==> src/rtl/uart_tx_pkg.sv <==
// uart_tx_pkg
// Shared definitions for the memory-mapped UART transmitter:
//   - tx_state_t     : transmitter FSM state encoding
//   - STAT_*         : bit positions inside the status byte
//   - CTRL_*         : bit positions inside the control byte
//   - DEF_TX_*_ID    : default CPU port addresses
package uart_tx_pkg;

    typedef enum logic [1:0] {
        IDLE  = 2'd0,
        START = 2'd1,
        DATA  = 2'd2,
        STOP  = 2'd3
    } tx_state_t;

    // status byte layout
    localparam int STAT_FULL    = 0;
    localparam int STAT_EMPTY   = 1;
    localparam int STAT_BUSY    = 2;
    localparam int STAT_OVF     = 3;
    localparam int STAT_CNT_LSB = 4;
    localparam int STAT_CNT_W   = 4;

    // control byte layout
    localparam int CTRL_IRQ_EN  = 0;
    localparam int CTRL_FLUSH   = 1;
    localparam int CTRL_CLR_OVF = 3;

    localparam logic [7:0] DEF_TX_DATA_ID = 8'h40;
    localparam logic [7:0] DEF_TX_CTRL_ID = 8'h41;

endpackage

==> src/rtl/sync_fifo.sv <==
// sync_fifo
// Single-clock FIFO with show-ahead read data.
// Ports:
//   clk, reset      : clock, synchronous active-high reset
//   push, din       : write request and data (ignored while full)
//   pop             : read request (ignored while empty); dout is the head entry
//   flush           : empties the FIFO; takes priority over push and pop
//   count           : number of stored entries, 0..DEPTH
//   full, empty     : derived from count
module sync_fifo #(
    parameter int WIDTH = 8,
    parameter int DEPTH = 8,
    localparam int AW   = (DEPTH > 1) ? $clog2(DEPTH) : 1,
    localparam int CW   = AW + 1
) (
    input  logic             clk,
    input  logic             reset,
    input  logic             push,
    input  logic             pop,
    input  logic             flush,
    input  logic [WIDTH-1:0] din,
    output logic [WIDTH-1:0] dout,
    output logic [CW-1:0]    count,
    output logic             full,
    output logic             empty
);

    logic [WIDTH-1:0] mem [DEPTH];
    logic [AW-1:0]    wr_ptr;
    logic [AW-1:0]    rd_ptr;
    logic             do_push;
    logic             do_pop;

    assign full    = (count == CW'(DEPTH));
    assign empty   = (count == '0);
    // fullness is judged on the registered count, so a push into a full
    // FIFO is dropped even if a pop happens in the same cycle
    assign do_push = push && !full;
    assign do_pop  = pop && !empty;
    assign dout    = mem[rd_ptr];

    // pointers wrap naturally because DEPTH is a power of two
    always_ff @(posedge clk) begin
        if (reset) begin
            wr_ptr <= '0;
            rd_ptr <= '0;
            count  <= '0;
        end else if (flush) begin
            wr_ptr <= '0;
            rd_ptr <= '0;
            count  <= '0;
        end else begin
            if (do_push)
                wr_ptr <= wr_ptr + 1'b1;
            if (do_pop)
                rd_ptr <= rd_ptr + 1'b1;
            if (do_push && !do_pop)
                count <= count + 1'b1;
            else if (do_pop && !do_push)
                count <= count - 1'b1;
        end
    end

    always_ff @(posedge clk) begin
        if (do_push && !flush)
            mem[wr_ptr] <= din;
    end

endmodule

==> src/rtl/uart_tx_port.sv <==
// uart_tx_port
// CPU output-port mapped 8N1 serial transmitter with a small TX FIFO.
// Ports:
//   clk, reset : system clock, synchronous active-high reset
//   port_id    : CPU port address
//   out_port   : CPU write data
//   io_strb    : write strobe, one write per high cycle
//   stat_out   : registered status {count[3:0], overflow, busy, empty, full}
//   tx         : registered serial line, idle high
//   tx_irq     : registered level interrupt, irq_en & drained
//
// state | meaning
// IDLE  | line high, waiting for a queued byte
// START | start bit (0) for BAUD_DIV cycles
// DATA  | 8 data bits, LSB first, BAUD_DIV cycles each
// STOP  | stop bit (1); chains straight into START if more bytes queued
module uart_tx_port
    import uart_tx_pkg::*;
#(
    parameter int         BAUD_DIV   = 434,
    parameter int         FIFO_DEPTH = 8,
    parameter logic [7:0] TX_DATA_ID = DEF_TX_DATA_ID,
    parameter logic [7:0] TX_CTRL_ID = DEF_TX_CTRL_ID
) (
    input  logic       clk,
    input  logic       reset,
    input  logic [7:0] port_id,
    input  logic [7:0] out_port,
    input  logic       io_strb,
    output logic [7:0] stat_out,
    output logic       tx,
    output logic       tx_irq
);

    localparam int BW = $clog2(BAUD_DIV);
    localparam int CW = $clog2(FIFO_DEPTH) + 1;

    tx_state_t     state;
    tx_state_t     state_n;
    logic [BW-1:0] baud_cnt;
    logic          last_tick;
    logic [2:0]    bit_idx;
    logic [7:0]    shift;

    logic          irq_en;
    logic          overflow;
    logic          drained;

    logic          data_wr;
    logic          ctrl_wr;
    logic          flush;

    logic          fifo_pop;
    logic [7:0]    fifo_dout;
    logic [CW-1:0] fifo_count;
    logic          fifo_full;
    logic          fifo_empty;

    logic          load_shift;
    logic          shift_adv;
    logic          set_drained;
    logic [7:0]    stat_next;

    // control bits 2 and 7:4 have no function
    logic          unused_ctrl_bits;
    assign unused_ctrl_bits = &{1'b0, out_port[7:4], out_port[2]};

    assign data_wr   = io_strb && (port_id == TX_DATA_ID);
    assign ctrl_wr   = io_strb && (port_id == TX_CTRL_ID);
    assign flush     = ctrl_wr && out_port[CTRL_FLUSH];
    assign last_tick = (baud_cnt == BW'(BAUD_DIV - 1));

    sync_fifo #(
        .WIDTH (8),
        .DEPTH (FIFO_DEPTH)
    ) u_fifo (
        .clk   (clk),
        .reset (reset),
        .push  (data_wr),
        .pop   (fifo_pop),
        .flush (flush),
        .din   (out_port),
        .dout  (fifo_dout),
        .count (fifo_count),
        .full  (fifo_full),
        .empty (fifo_empty)
    );

    always_comb begin
        state_n     = state;
        fifo_pop    = 1'b0;
        load_shift  = 1'b0;
        shift_adv   = 1'b0;
        set_drained = 1'b0;
        unique case (state)
            IDLE: begin
                if (!fifo_empty) begin
                    fifo_pop   = 1'b1;
                    load_shift = 1'b1;
                    state_n    = START;
                end
            end
            START: begin
                if (last_tick)
                    state_n = DATA;
            end
            DATA: begin
                if (last_tick) begin
                    shift_adv = 1'b1;
                    if (bit_idx == 3'd7)
                        state_n = STOP;
                end
            end
            STOP: begin
                if (last_tick) begin
                    if (!fifo_empty) begin
                        fifo_pop   = 1'b1;
                        load_shift = 1'b1;
                        state_n    = START;
                    end else begin
                        set_drained = 1'b1;
                        state_n     = IDLE;
                    end
                end
            end
            default: state_n = IDLE;
        endcase
    end

    always_comb begin
        stat_next = '0;
        stat_next[STAT_FULL]  = fifo_full;
        stat_next[STAT_EMPTY] = fifo_empty;
        stat_next[STAT_BUSY]  = (state != IDLE);
        stat_next[STAT_OVF]   = overflow;
        stat_next[STAT_CNT_LSB +: STAT_CNT_W] = STAT_CNT_W'(fifo_count);
    end

    always_ff @(posedge clk) begin
        if (reset) begin
            state    <= IDLE;
            baud_cnt <= '0;
            bit_idx  <= '0;
            shift    <= '0;
            tx       <= 1'b1;
            tx_irq   <= 1'b0;
            irq_en   <= 1'b0;
            overflow <= 1'b0;
            drained  <= 1'b0;
            stat_out <= 8'h02;
        end else begin
            state <= state_n;

            // restarts on every state entry so each bit is exactly BAUD_DIV cycles
            if ((state_n != state) || (state == IDLE) || last_tick)
                baud_cnt <= '0;
            else
                baud_cnt <= baud_cnt + 1'b1;

            if (state == START)
                bit_idx <= '0;
            else if (shift_adv)
                bit_idx <= bit_idx + 1'b1;

            if (load_shift)
                shift <= fifo_dout;
            else if (shift_adv)
                shift <= {1'b0, shift[7:1]};

            // tx follows the state register, one cycle behind it
            unique case (state)
                START:   tx <= 1'b0;
                DATA:    tx <= shift[0];
                default: tx <= 1'b1;
            endcase

            if (ctrl_wr)
                irq_en <= out_port[CTRL_IRQ_EN];

            if (data_wr && fifo_full)
                overflow <= 1'b1;
            else if (ctrl_wr && out_port[CTRL_CLR_OVF])
                overflow <= 1'b0;

            // a CPU write in the same cycle as the end of the stop bit wins
            if (data_wr || ctrl_wr)
                drained <= 1'b0;
            else if (set_drained)
                drained <= 1'b1;

            tx_irq   <= irq_en && drained;
            stat_out <= stat_next;
        end
    end

endmodule

==> config.mk <==
export PLATFORM = sky130hd
export DESIGN_NAME = uart_tx_port
export DESIGN_NICKNAME = d
export VERILOG_FILES = /design/src/rtl/uart_tx_pkg.sv /design/src/rtl/sync_fifo.sv /design/src/rtl/uart_tx_port.sv
export SDC_FILE = /design/constraint.sdc
export NUM_CORES = 1
export LEC_CHECK = 0
export BUFFER_PORTS_ARGS = -buffer_cell sky130_fd_sc_hd__buf_2
export CORE_MARGIN = 4
export CORE_UTILIZATION = 41
export DETAILED_ROUTE_END_ITERATION = 6
export GPL_TIMING_DRIVEN = 0
export REMOVE_ABC_BUFFERS = 1
export SLEW_MARGIN = 20
export SYNTH_ARGS = -nofsm -noshare
export SYNTH_HDL_FRONTEND = slang
export SYNTH_HIERARCHICAL = 1
export SYNTH_SLANG_ARGS = --single-unit
==> constraint.sdc <==
create_clock -name clk -period 6.45 [get_ports clk]
set_input_delay 1.29 -clock clk [delete_from_list [all_inputs] [get_ports clk]]
set_output_delay 1.29 -clock clk [all_outputs]
set_load 0.005 [all_outputs]
==> run_results.csv <==
group,metric,value,unit
cts,post_cts_buffers,0,
grt,grt-ovfl-total,0,
grt,grt_max_degree,27,
setup_path,worstPathArrival,4.22,ns
synthesis,synth_edf_count,64,
synthesis,syn_area,4690,um2
cts,clock-sinks,112,
cts,cts_buffers,9,
timing,skew,0.0133,ns
synthesis,synthCells,338,
placement,gp_congestion,0.801,
setup_path,path_class,"flop to flop",
setup_path,worstPathRequired,6.74,ns
timing,finalHoldViolCount,0,
synthesis,yosys_most_used_dff,"edfxtp_1",
setup_path,startpoint_type,"flop",
routing,routed-via-count,2728,
cts,cts_max_level,3,
timing,slew_headroom,25.3,%
routing,drt-total-wl,8.43,mm
timing,whs,0.442,ns
routing,first_pass_iters,4,
placement,post-place-cells,496,
setup_path,rr_worst_depth,12,
final_layout,fin_util,48.0,%
routing,routed_via_density,5.33,
setup_path,cp-end-kind,"flop",
grt,grt_pass1_wl,14.2,mm
final_layout,syn2layout_area_growth,13.0,%
routing,antenna_left,0,
floorplan,num_rows,38,
cts,clock_path_buffers,2,
floorplan,die_x,115,um
power_and_ir_drop,p_leak,1.80,nW
setup_path,cp_max_fo,16,
cts,cts_resized,0,
grt,grt_pass1_vias,2712,
cts,clk_pin_slew,0.08,ns
timing,finalSetupViolCount,0,
synthesis,yosysSeqAreaShare,61.5,%
cts,root_buffer,"clkbuf_16",
timing,slew_violations,0,
final_layout,num-fill-cells,969,
grt,globalRouteTotalUtil,13.8,%
floorplan,dieArea,13200,um2
power_and_ir_drop,powerDensity,257,nW/um2
timing,max_freq,255,MHz
grt,antenna_found_initial,0,
synthesis,synth.avg_cell_area,13.9,um2
routing,drtIter0Drc,186,
final_layout,drive_gt1_share,25.8,%
floorplan,core,11000,um2
timing,fin_crit,3.93,ns
timing,worstMarginPinSlew,1.11,ns
synthesis,ys_ff_latch,112,
power_and_ir_drop,peakVddDrop,0.144,mV
cts,cts_tree,"done",
final_layout,finalNonFillerCells,512,
final_layout,final_cell_area,5300,um2
timing,fin_setup_tns,0,ns
synthesis,ys_types,59,
placement,place_ws,2.17,ns
timing,grt_setup_unrepaired,"no",
final_layout,antennaDiodeCount,0,
placement,hpwl,5.80,mm
floorplan,fp.dieH,115,um
worst_hold_path,min_path_cells,2,
placement,placed_area,4990,um2
job,drv_cap,0,
timing,period_share,60.9,%
synthesis,async_flop_share,0,%
outcome,status,"finished, final reports clean",
floorplan,initial_core_util,42.5,%
timing,setup_slack,2.52,ns
cts,insertion_delay,0.35,ns
cts,hold_buffers,0,
routing,wl_per_cell,16.5,um
worst_hold_path,hp-class,"flop to flop",
setup_path,rrSetupSlack,2.52,ns
synthesis,ys_warn_count,6,
routing,drc_errors,0,
floorplan,ios,29,
power_and_ir_drop,total_power,1.36,mW
placement,portBuffers,28,
final_layout,nets,400,
power by group:
part	leakage [nW]	switching, mW	internal, mW
clock	0.148	0.272	0.277
combinational	0.687	0.0336	0.0185
sequential	0.962	0.00416	0.758
total	1.80	0.310	1.05
per-layer routing:
layer | wire length (um) | share of wire, % | track usage, %
met1 | 3980 | 47 | 19.1
met2 | 4100 | 49 | 22.2
met3 | 218 | 2.6 | 2.53
met4 | 127 | 1.5 | 4.69
met5 | 0 | 0 | 0
Yosys cell counts (all sizes together) (5+ instances only):
library cell | count | area [um2]
clkbuf | 5 | 18.8
mux4 | 16 | 360
nand3 | 17 | 85.1
nor2b | 8 | 50.1
a21oi | 7 | 38.8
nor2 | 39 | 149
nand2 | 15 | 56.3
nor3 | 5 | 25.0
mux2i | 5 | 50.1
dfxtp | 48 | 961
inv | 9 | 33.8
ha | 13 | 163
buf | 11 | 76.3
xor2 | 6 | 52.6
edfxtp | 64 | 1920
a311oi | 7 | 67.6
mux2 | 8 | 90.1
xnor2 | 7 | 61.3
cells in the final DEF (no fill, tap or decap), types with 3 or more instances in the layout:
master / count
o21ai_0: 4
clkbuf_16: 9
buf_2: 28
nand2_1: 15
mux4_2: 16
buf_4: 6
a21oi_1: 6
ha_1: 13
and3_1: 3
a311oi_1: 6
inv_6: 3
xnor2_1: 7
nor3_1: 5
mux2_2: 8
nor4b_2: 4
xor2_1: 6
nand3_1: 17
inv_1: 9
nor2b_1: 8
mux2i_1: 5
edfxtp_1: 64
nor2_1: 38
dfxtp_1: 47
worst paths after layout:
check / startpoint / to
setup / recovery: u_fifo/count[0] / u_fifo/count[3]
hold / removal: drained / tx_irq
setup reg to reg: u_fifo/count[0] / u_fifo/count[3]
hold reg to reg: drained / tx_irq
state kept, by name, indices dropped and copies added, names as in the netlist, 2 cells and up, named ones only:
register       count
u_fifo/mem        64
u_fifo/count       4
state              2
u_fifo/wr_ptr      3
stat_out           8
baud_cnt           9
bit_idx            3
shift              8
u_fifo/rd_ptr      3
layout make-up:
| type | instances | area (um2) | area share [%] |
|---|---|---|---|
| Timing Repair Buffer | 34 | 185 | 3.50 |
| Sequential cell | 112 | 2880 | 54.4 |
| Clock inverter | 7 | 78.8 | 1.49 |
| Inverter | 9 | 33.8 | 0.638 |
| Tap cell | 140 | 175 | 3.31 |
| Clock buffer | 9 | 225 | 4.25 |
| Multi-Input combinational cell | 201 | 1720 | 32.4 |
cell families after synthesis:
group	share of synthesized area (%)
fa+ha+maj	3.90
xor+xnor	2.43
simple gates	12.9
compound gates	5.84
mux	10.7
buf+inv	2.75
flops	61.5
worst max-delay path: stages, from the launching register on:
cell and delay, ns:
dfxtp_1 0.39, nor4_1 0.96, nor3b_1 0.20, a32oi_4 0.58, inv_1 0.12, o41ai_2 0.13
ha_1 0.27, inv_1 0.09, ha_1 0.34, a21oi_1 0.09, a211o_1 0.32, a211oi_1 0.23
a31o_2 0.13
No activity file was read; power rests on OpenSTA's default activity.
